## src/rtl/bus_arbiter.sv

```systemverilog
// Round-robin owner sequencer for a pulled-up shared bus: one grant at a time,
// a released turnaround gap between owners, and a bounded tenure under contention.
module bus_arbiter #(
    parameter int NREQ       = 4,
    parameter int WIDTH      = 9,
    parameter int MAX_HOLD   = 8,
    parameter int TURNAROUND = 1
) (
    input  logic                    clk,
    input  logic                    rst_n,
    input  logic [NREQ-1:0]         req,
    output logic [NREQ-1:0]         gnt,
    output logic                    bus_oe,
    output logic [$clog2(NREQ)-1:0] owner,
    output logic                    busy,
    output logic                    preempt,
    input  logic [WIDTH-1:0]        bus_in,
    output logic                    park_err
);
    localparam int OW = $clog2(NREQ);
    localparam int HW = $clog2(MAX_HOLD + 1);
    localparam int TW = $clog2(TURNAROUND + 1);
    localparam logic [HW-1:0] HOLD_MAX = HW'(MAX_HOLD);
    localparam logic [TW-1:0] TURN_LEN = TW'(TURNAROUND);
    localparam logic [OW-1:0] RR_INIT  = OW'(NREQ - 1);

    typedef enum logic [1:0] {
        ST_IDLE  = 2'd0,
        ST_GRANT = 2'd1,
        ST_TURN  = 2'd2
    } state_t;

    state_t          state_r;
    logic [OW-1:0]   rr_r;
    logic [HW-1:0]   hold_cnt_r;
    logic [TW-1:0]   tcnt_r;
    logic [NREQ-1:0] gnt_r;
    logic            bus_oe_r;
    logic [OW-1:0]   owner_r;
    logic            busy_r;
    logic            preempt_r;
    logic            park_err_r;
    logic            idle_seen_r;

    logic            pick_found_s;
    logic [OW-1:0]   pick_idx_s;
    logic [OW-1:0]   cand_s;
    logic            owner_req_s;
    logic            others_s;
    logic            hold_at_max_s;

    // A parked bus must read back as the pullup value on every bit.
    function automatic logic parked_ok_f(input logic [WIDTH-1:0] v);
        return &v;
    endfunction

    function automatic logic [NREQ-1:0] onehot_f(input logic [OW-1:0] idx);
        return NREQ'(1'b1) << idx;
    endfunction

    // Round-robin pick: first asserted request searching upward from rr+1.
    always_comb begin
        pick_found_s = 1'b0;
        pick_idx_s   = {OW{1'b0}};
        cand_s       = {OW{1'b0}};
        for (int k = 1; k <= NREQ; k++) begin
            cand_s = OW'((int'(rr_r) + k) % NREQ);
            if (!pick_found_s && req[cand_s]) begin
                pick_found_s = 1'b1;
                pick_idx_s   = cand_s;
            end else begin
                pick_found_s = pick_found_s;
            end
        end
    end

    // Contention terms seen by the current owner.
    always_comb begin
        owner_req_s   = req[owner_r];
        others_s      = |(req & ~gnt_r);
        hold_at_max_s = (hold_cnt_r == HOLD_MAX);
    end

    // Ownership state machine; all bus-facing outputs are registered here.
    always_ff @(posedge clk) begin
        if (!rst_n) begin
            state_r    <= ST_IDLE;
            rr_r       <= RR_INIT;
            hold_cnt_r <= {HW{1'b0}};
            tcnt_r     <= {TW{1'b0}};
            gnt_r      <= {NREQ{1'b0}};
            bus_oe_r   <= 1'b0;
            owner_r    <= {OW{1'b0}};
            busy_r     <= 1'b0;
            preempt_r  <= 1'b0;
        end else begin
            preempt_r <= 1'b0;
            case (state_r)
                ST_IDLE: begin
                    if (pick_found_s) begin
                        state_r    <= ST_GRANT;
                        gnt_r      <= onehot_f(pick_idx_s);
                        bus_oe_r   <= 1'b1;
                        owner_r    <= pick_idx_s;
                        rr_r       <= pick_idx_s;
                        hold_cnt_r <= HW'(1'b1);
                        busy_r     <= 1'b1;
                    end else begin
                        busy_r <= 1'b0;
                    end
                end
                ST_GRANT: begin
                    // A voluntary drop wins over a simultaneous hold-limit revoke.
                    if (!owner_req_s) begin
                        state_r  <= ST_TURN;
                        gnt_r    <= {NREQ{1'b0}};
                        bus_oe_r <= 1'b0;
                        tcnt_r   <= TURN_LEN;
                        busy_r   <= 1'b1;
                    end else if (others_s && hold_at_max_s) begin
                        state_r   <= ST_TURN;
                        gnt_r     <= {NREQ{1'b0}};
                        bus_oe_r  <= 1'b0;
                        tcnt_r    <= TURN_LEN;
                        busy_r    <= 1'b1;
                        preempt_r <= 1'b1;
                    end else begin
                        busy_r <= 1'b1;
                        if (!hold_at_max_s) begin
                            hold_cnt_r <= hold_cnt_r + HW'(1'b1);
                        end else begin
                            hold_cnt_r <= hold_cnt_r;
                        end
                    end
                end
                ST_TURN: begin
                    if (tcnt_r <= TW'(1'b1)) begin
                        state_r <= ST_IDLE;
                        busy_r  <= 1'b0;
                    end else begin
                        tcnt_r <= tcnt_r - TW'(1'b1);
                        busy_r <= 1'b1;
                    end
                end
                default: begin
                    state_r  <= ST_IDLE;
                    gnt_r    <= {NREQ{1'b0}};
                    bus_oe_r <= 1'b0;
                    busy_r   <= 1'b0;
                end
            endcase
        end
    end

    // Sticky parked-bus check; the first idle cycle is skipped so a late release can settle.
    always_ff @(posedge clk) begin
        if (!rst_n) begin
            idle_seen_r <= 1'b0;
            park_err_r  <= 1'b0;
        end else begin
            idle_seen_r <= (state_r == ST_IDLE);
            if ((state_r == ST_IDLE) && idle_seen_r && !parked_ok_f(bus_in)) begin
                park_err_r <= 1'b1;
            end else begin
                park_err_r <= park_err_r;
            end
        end
    end

    assign gnt      = gnt_r;
    assign bus_oe   = bus_oe_r;
    assign owner    = owner_r;
    assign busy     = busy_r;
    assign preempt  = preempt_r;
    assign park_err = park_err_r;

endmodule


```

## config.mk

```make
export PLATFORM = sky130hd
export DESIGN_NAME = bus_arbiter
export DESIGN_NICKNAME = d
export VERILOG_FILES = /design/src/rtl/bus_arbiter.sv
export SDC_FILE = /design/constraint.sdc
export NUM_CORES = 1
export LEC_CHECK = 0
export CAP_MARGIN = 20
export CORE_AREA = 2 2 51 53
export CTS_BUF_LIST = sky130_fd_sc_hd__clkbuf_16
export CTS_CLUSTER_DIAMETER = 120
export CTS_CLUSTER_SIZE = 20
export DETAILED_ROUTE_END_ITERATION = 7
export DIE_AREA = 0 0 53 55
export PLACE_DENSITY = 0.77
export SYNTH_ARGS = -nofsm -noshare
export SYNTH_HDL_FRONTEND = slang
export SYNTH_SLANG_ARGS = --single-unit
```

## constraint.sdc

```tcl
create_clock -name clk -period 1.35 [get_ports clk]
set_input_delay 0.27 -clock clk [delete_from_list [all_inputs] [get_ports clk]]
set_output_delay 0.27 -clock clk [all_outputs]
set_load 0.005 [all_outputs]
```

* After elaboration in Yosys (flattened, before gate mapping)
Cells that the tools add are included.
Word-level totals: bits in registers 20, bits in read-only memories 0, memory bits (writable) 0, bits in latches 0, input bits 15, word-level logic and storage cells 102, memories 0, output and inout port bits 10
Cells by class: multipliers 0, add/sub/neg operators 6, equality and inequality tests 10, bitwise gates (word level) 3, reductions and logical operators 21, div/mod/pow operators 0, shift-type cells 1, multiplexer cells 44, $lt $le $gt $ge 6
Operators by type and width (count):
- $mux 4 | 7
- $mux 1 | 18
- $mux 2 | 8
- $lt 2x3->1 const B | 5
- $ne 2x2->1 const B | 6
- $pmux 4 s3 | 1
- $reduce_and 3->1 | 4
- $bmux 1 s2 | 5
- $reduce_and 9->1 | 1
- $pmux 4 s2 | 1
- $logic_and 1x1->1 | 6
- $pmux 1 s3 | 2
- $pmux 2 s3 | 1
- $reduce_and 5->1 | 1
- $add 2x1->2 const B | 2
- $add 2x2->2 const B | 2
- $add 4x1->4 const B | 1
- $and 4x4->4 | 1
- $eq 4x4->1 const B | 1
- $logic_not 1->1 | 4
- $not 4->4 | 1
- $reduce_bool 2->1 | 2
- $reduce_or 4->1 | 1
- $shl 1x2->4 const A | 1
- 9 further kinds | 9

* Logic depth before layout (Yosys ltp)
word-level depth 16, mapped depth 6, gate-level depth less buffers 6

* Worst setup path after synthesis
Ideal clock, no wire load.
kind register -> register, start reg owner_r[1], in the netlist owner[1], end reg hold_cnt_r[0], slack -15 ps, required time 1264 ps, setup time 86 ps, arrival 1280 ps, cell stages (with the launch flop) 5, clock period less this slack 1365 ps, path buffers 0, cells stage by stage dfxtp_1 mux4_2 nand3_1 nor2_1 a211oi_1
On the way: cells in the longest elaborated chain, start to end 4
RTL lines:
- from (decl) | line 39 | logic [OW-1:0] owner_r;
- from (signal assigned) | line 93 | owner_r <= {OW{1'b0}};
- from (signal assigned) | line 104 | owner_r <= pick_idx_s;
- $bmux 1 s2 | line 79 | owner_req_s = req[owner_r];
- $mux 1 (not written as such) | line 79
- $ne 2x2->1 (no source line)
- $reduce_and 5->1 (no source line)
- to (signal assigned) | line 89 | hold_cnt_r <= {HW{1'b0}};
- to (signal assigned) | line 106 | hold_cnt_r <= HW'(1'b1);
- to (signal assigned) | line 130 | hold_cnt_r <= hold_cnt_r + HW'(1'b1);
- to (decl) | line 35 | logic [HW-1:0] hold_cnt_r;
No other way between the ends. The select of a mux whose other input is x is not followed. A chain may end at the register's enable or synchronous reset.

* Final worst setup path
start reg owner_r[0], in the netlist owner[0], end reg gnt_r[2], in the netlist gnt[2]
On the way: cells in the longest elaborated chain, start to end 4, elaborated cells on any way between the ends 6, those cells by class eq/ne: 1; mux: 4; reduce/logical: 1
RTL lines:
- $bmux 1 s2 (*) | line 79
- $mux 1 (not written as such) (*) | line 79
- $ne 3x3->1 (no source line) / $mux 4 (equally long branches)
- $reduce_and 3->1 (no source line) / $pmux 4 s3 (equally long branches)
- to (signal assigned) | line 91 | gnt_r <= {NREQ{1'b0}};
- to (signal assigned) | line 102 | gnt_r <= onehot_f(pick_idx_s);
- to (signal assigned) | line 116 | gnt_r <= {NREQ{1'b0}};
- to (decl) | line 37 | logic [NREQ-1:0] gnt_r;
Mark *: on every way between the ends. The rest lies on a longest branch, timed or not. The select of a mux whose other input is x is not followed.

==> metrics.cfg <==
[die]
dieArea_um2 = 2920
die_height_um = 55
ios = 25
rows = 18
coreArea_um2 = 2360
die_w_um = 53
start_util = 0.409

[setup_path]
cp_slowest_cell = dfxtp_4
worstSetupPathType = reg2reg
cp_max_fo = 5
start_kind = flip-flop
worstSetupEndpointType = flip-flop
cpLargestDelayFamily = compound AO/OA/AOI/OAI gates
max_stage_delay_ns = 0.35
cp.required_ns = 1.47
path_cells = buf_4, mux2i_1, o22ai_2, a21oi_4, o32ai_2
cp.arrival_ns = 1.56
path_buf_inv = 1

[clocking]
cts-root-buf = clkbuf_16
clock-sinks = 19
clkSlewWorstSetupHoldPaths_ns = 0.06
cts_tree = built
ctsLongestPathBuffers = 2
cts.htree.levels = 1
cts_buffers = 3
clock_latency_ns = 0.25

[timing]
fin_skew_ns = 0.00385
period_needed_ns = 1.44
drv_slew = 0
slew_headroom = 0.674
worst_slew_pin_slew_ns = 0.489
rsz0062_at_grt = true
setup_viol = 12
max_freq_mhz = 694
fin_tns_setup_ns = -0.506
finalCritPeriodShare = 1.07
setup_ws_ns = -0.0900
hold_viol_final = 0

[yosys]
synth_top_area_share = 0.393
syn-num-nets = 126
syn_area_um2 = 967
async_flop_share = 0
syn-mean-instance-area_um2 = 8.87
synthFlopType = dfxtp_1
yosysMostFrequentCell = dfxtp_1
ys_warn_count = 0
synth_edf_count = 0
synth_area_leaders = dfxtp_1 39%, nand2_1 3.9%, o32ai_1 3.6%
ys_ff_latch = 19
synth_top_cell_by_area = dfxtp_1
netlist_instances = 109
synth_common_cells = 19 x dfxtp_1, 10 x nand2_1, 8 x nor2_1
ys_types = 37
ys_seq_area_frac = 0.393

[layout]
fillers = 186
multi_input_area_um2 = 649
fin_util = 0.668
layout-drive-gt1-share = 0.389
diodes = 0
syn_to_final_growth_pct = 63.3
seq_area_um2 = 394
final_nets = 175

[status]
violations = negative setup slack
status = finished, violations left

[power_and_ir_drop]
ir_worst_vdd_uv = 1170
powerDensity_nw_per_um2 = 1260
p_leak_nw = 0.687

[routing]
drtIter0Drc = 23
vias_per_cell = 5.49
drtAntennaViolNets = 0
wl_per_cell_um = 16.2
wl_um = 3030
vias = 1027
drc = 0
dr.pass1.iters = 4

[global_route]
grt_first_pass_wirelength_um = 4640
grt_max_degree = 14
antenna_found_initial = 0
grt.total_usage = 0.220
first_global_vias = 1080
gr-total-overflow = 0

[placement]
io_buffer_count = 24
place_hpwl_um = 2000
place_congestion = 0.828

[run]
maxCapViolations = 0

[min_path]
hold_class = reg2reg

worst min-delay path, stage by stage, from the launching register on:
cell and delay (ns):
dfxtp_1 0.31, inv_1 0.06, a21oi_1 0.05
routing by layer:
layer	share of wire	GRT usage	vias to the layer above
met5	0	0	-
met4	0.040	0.141	0
met3	0.047	0.0376	15
met2	0.53	0.388	39
met1	0.38	0.248	482
li1	-	-	491
worst paths after layout:
| check | from | endpoint | slack, ns | cells after the start |
|---|---|---|---|---|
| min reg2reg | park_err | park_err | 0.47 | 2 |
| max | owner[0] | gnt[2] | -0.09 | 5 |
| max reg2reg | owner[0] | gnt[2] | -0.09 | 5 |
| min | park_err | park_err | 0.47 | 2 |
area by class of cell:
| class | count | share of cell area |
|---|---|---|
| clock buffers | 3 | 0.0475 |
| inverters | 7 | 0.0166 |
| repair buffers | 46 | 0.248 |
| clock inverters | 1 | 0.00317 |
| multi-input cells | 81 | 0.411 |
| well taps | 30 | 0.0238 |
| flip-flops and latches | 19 | 0.250 |
stage by stage:
step	hold WS (ns)	worst slack (ns)	total power [mW]	cells	instance area, um2
2_1_floorplan	0.442	0.0363	0.958	109	968
3_3_place_gp	0.437	-0.511	1.21	175	1340
3_5_place_dp	0.461	-0.609	1.23	175	1340
4_1_cts	0.468	-0.0612	1.88	182	1490
5_1_grt	0.485	-0.202	2.08	187	1580
6_report	0.465	-0.0900	1.98	187	1580
state kept, by name (all words and copies together), names as in the netlist:
signal       cells
park_err         1
hold_cnt_r       4
owner            2
state_r          2
bus_oe           1
preempt          1
idle_seen_r      1
rr_r             2
gnt              4
busy             1
cell usage in the layout, fill, tap and decap left out, types with 3 or more instances in the layout:
master / n
or2b_1: 3
nand2_1: 9
dfxtp_2: 8
inv_1: 5
clkbuf_16: 3
nand3_1: 3
o32ai_2: 3
nor2_1: 8
clkdlybuf4s50_1: 10
o21ai_1: 4
mux2i_1: 3
buf_4: 22
dlygate4sd2_1: 8
a21oi_1: 6
dfxtp_1: 10
nand4_1: 4
report_power, final:
| part | internal [mW] | leakage [nW] | switching (mW) | total (mW) |
|---|---|---|---|---|
| Combinational | 0.352 | 0.487 | 0.305 | 0.657 |
| Clock | 0.398 | 0.0409 | 0.226 | 0.624 |
| Sequential | 0.638 | 0.159 | 0.0644 | 0.702 |
| Total | 1.39 | 0.687 | 0.596 | 1.98 |
kinds of logic after synthesis:
kind of cell               synth area share
and+or+nand+nor                       0.299
AOI/OAI and AO/OA                     0.175
DFF                                   0.393
buffers and inverters                0.0349
muxes                                0.0543
xor gates and xnor gates             0.0181
adders and majority gates            0.0259
repair_timing:
action,in CTS,in global routing
setup buffers,3,5
setup endpoints to repair,26,18
cloned,0,0
resized for setup,35,16
pin swaps,6,11
hold buffers,0,0
Note: power is estimated with default switching activity, not from simulation.
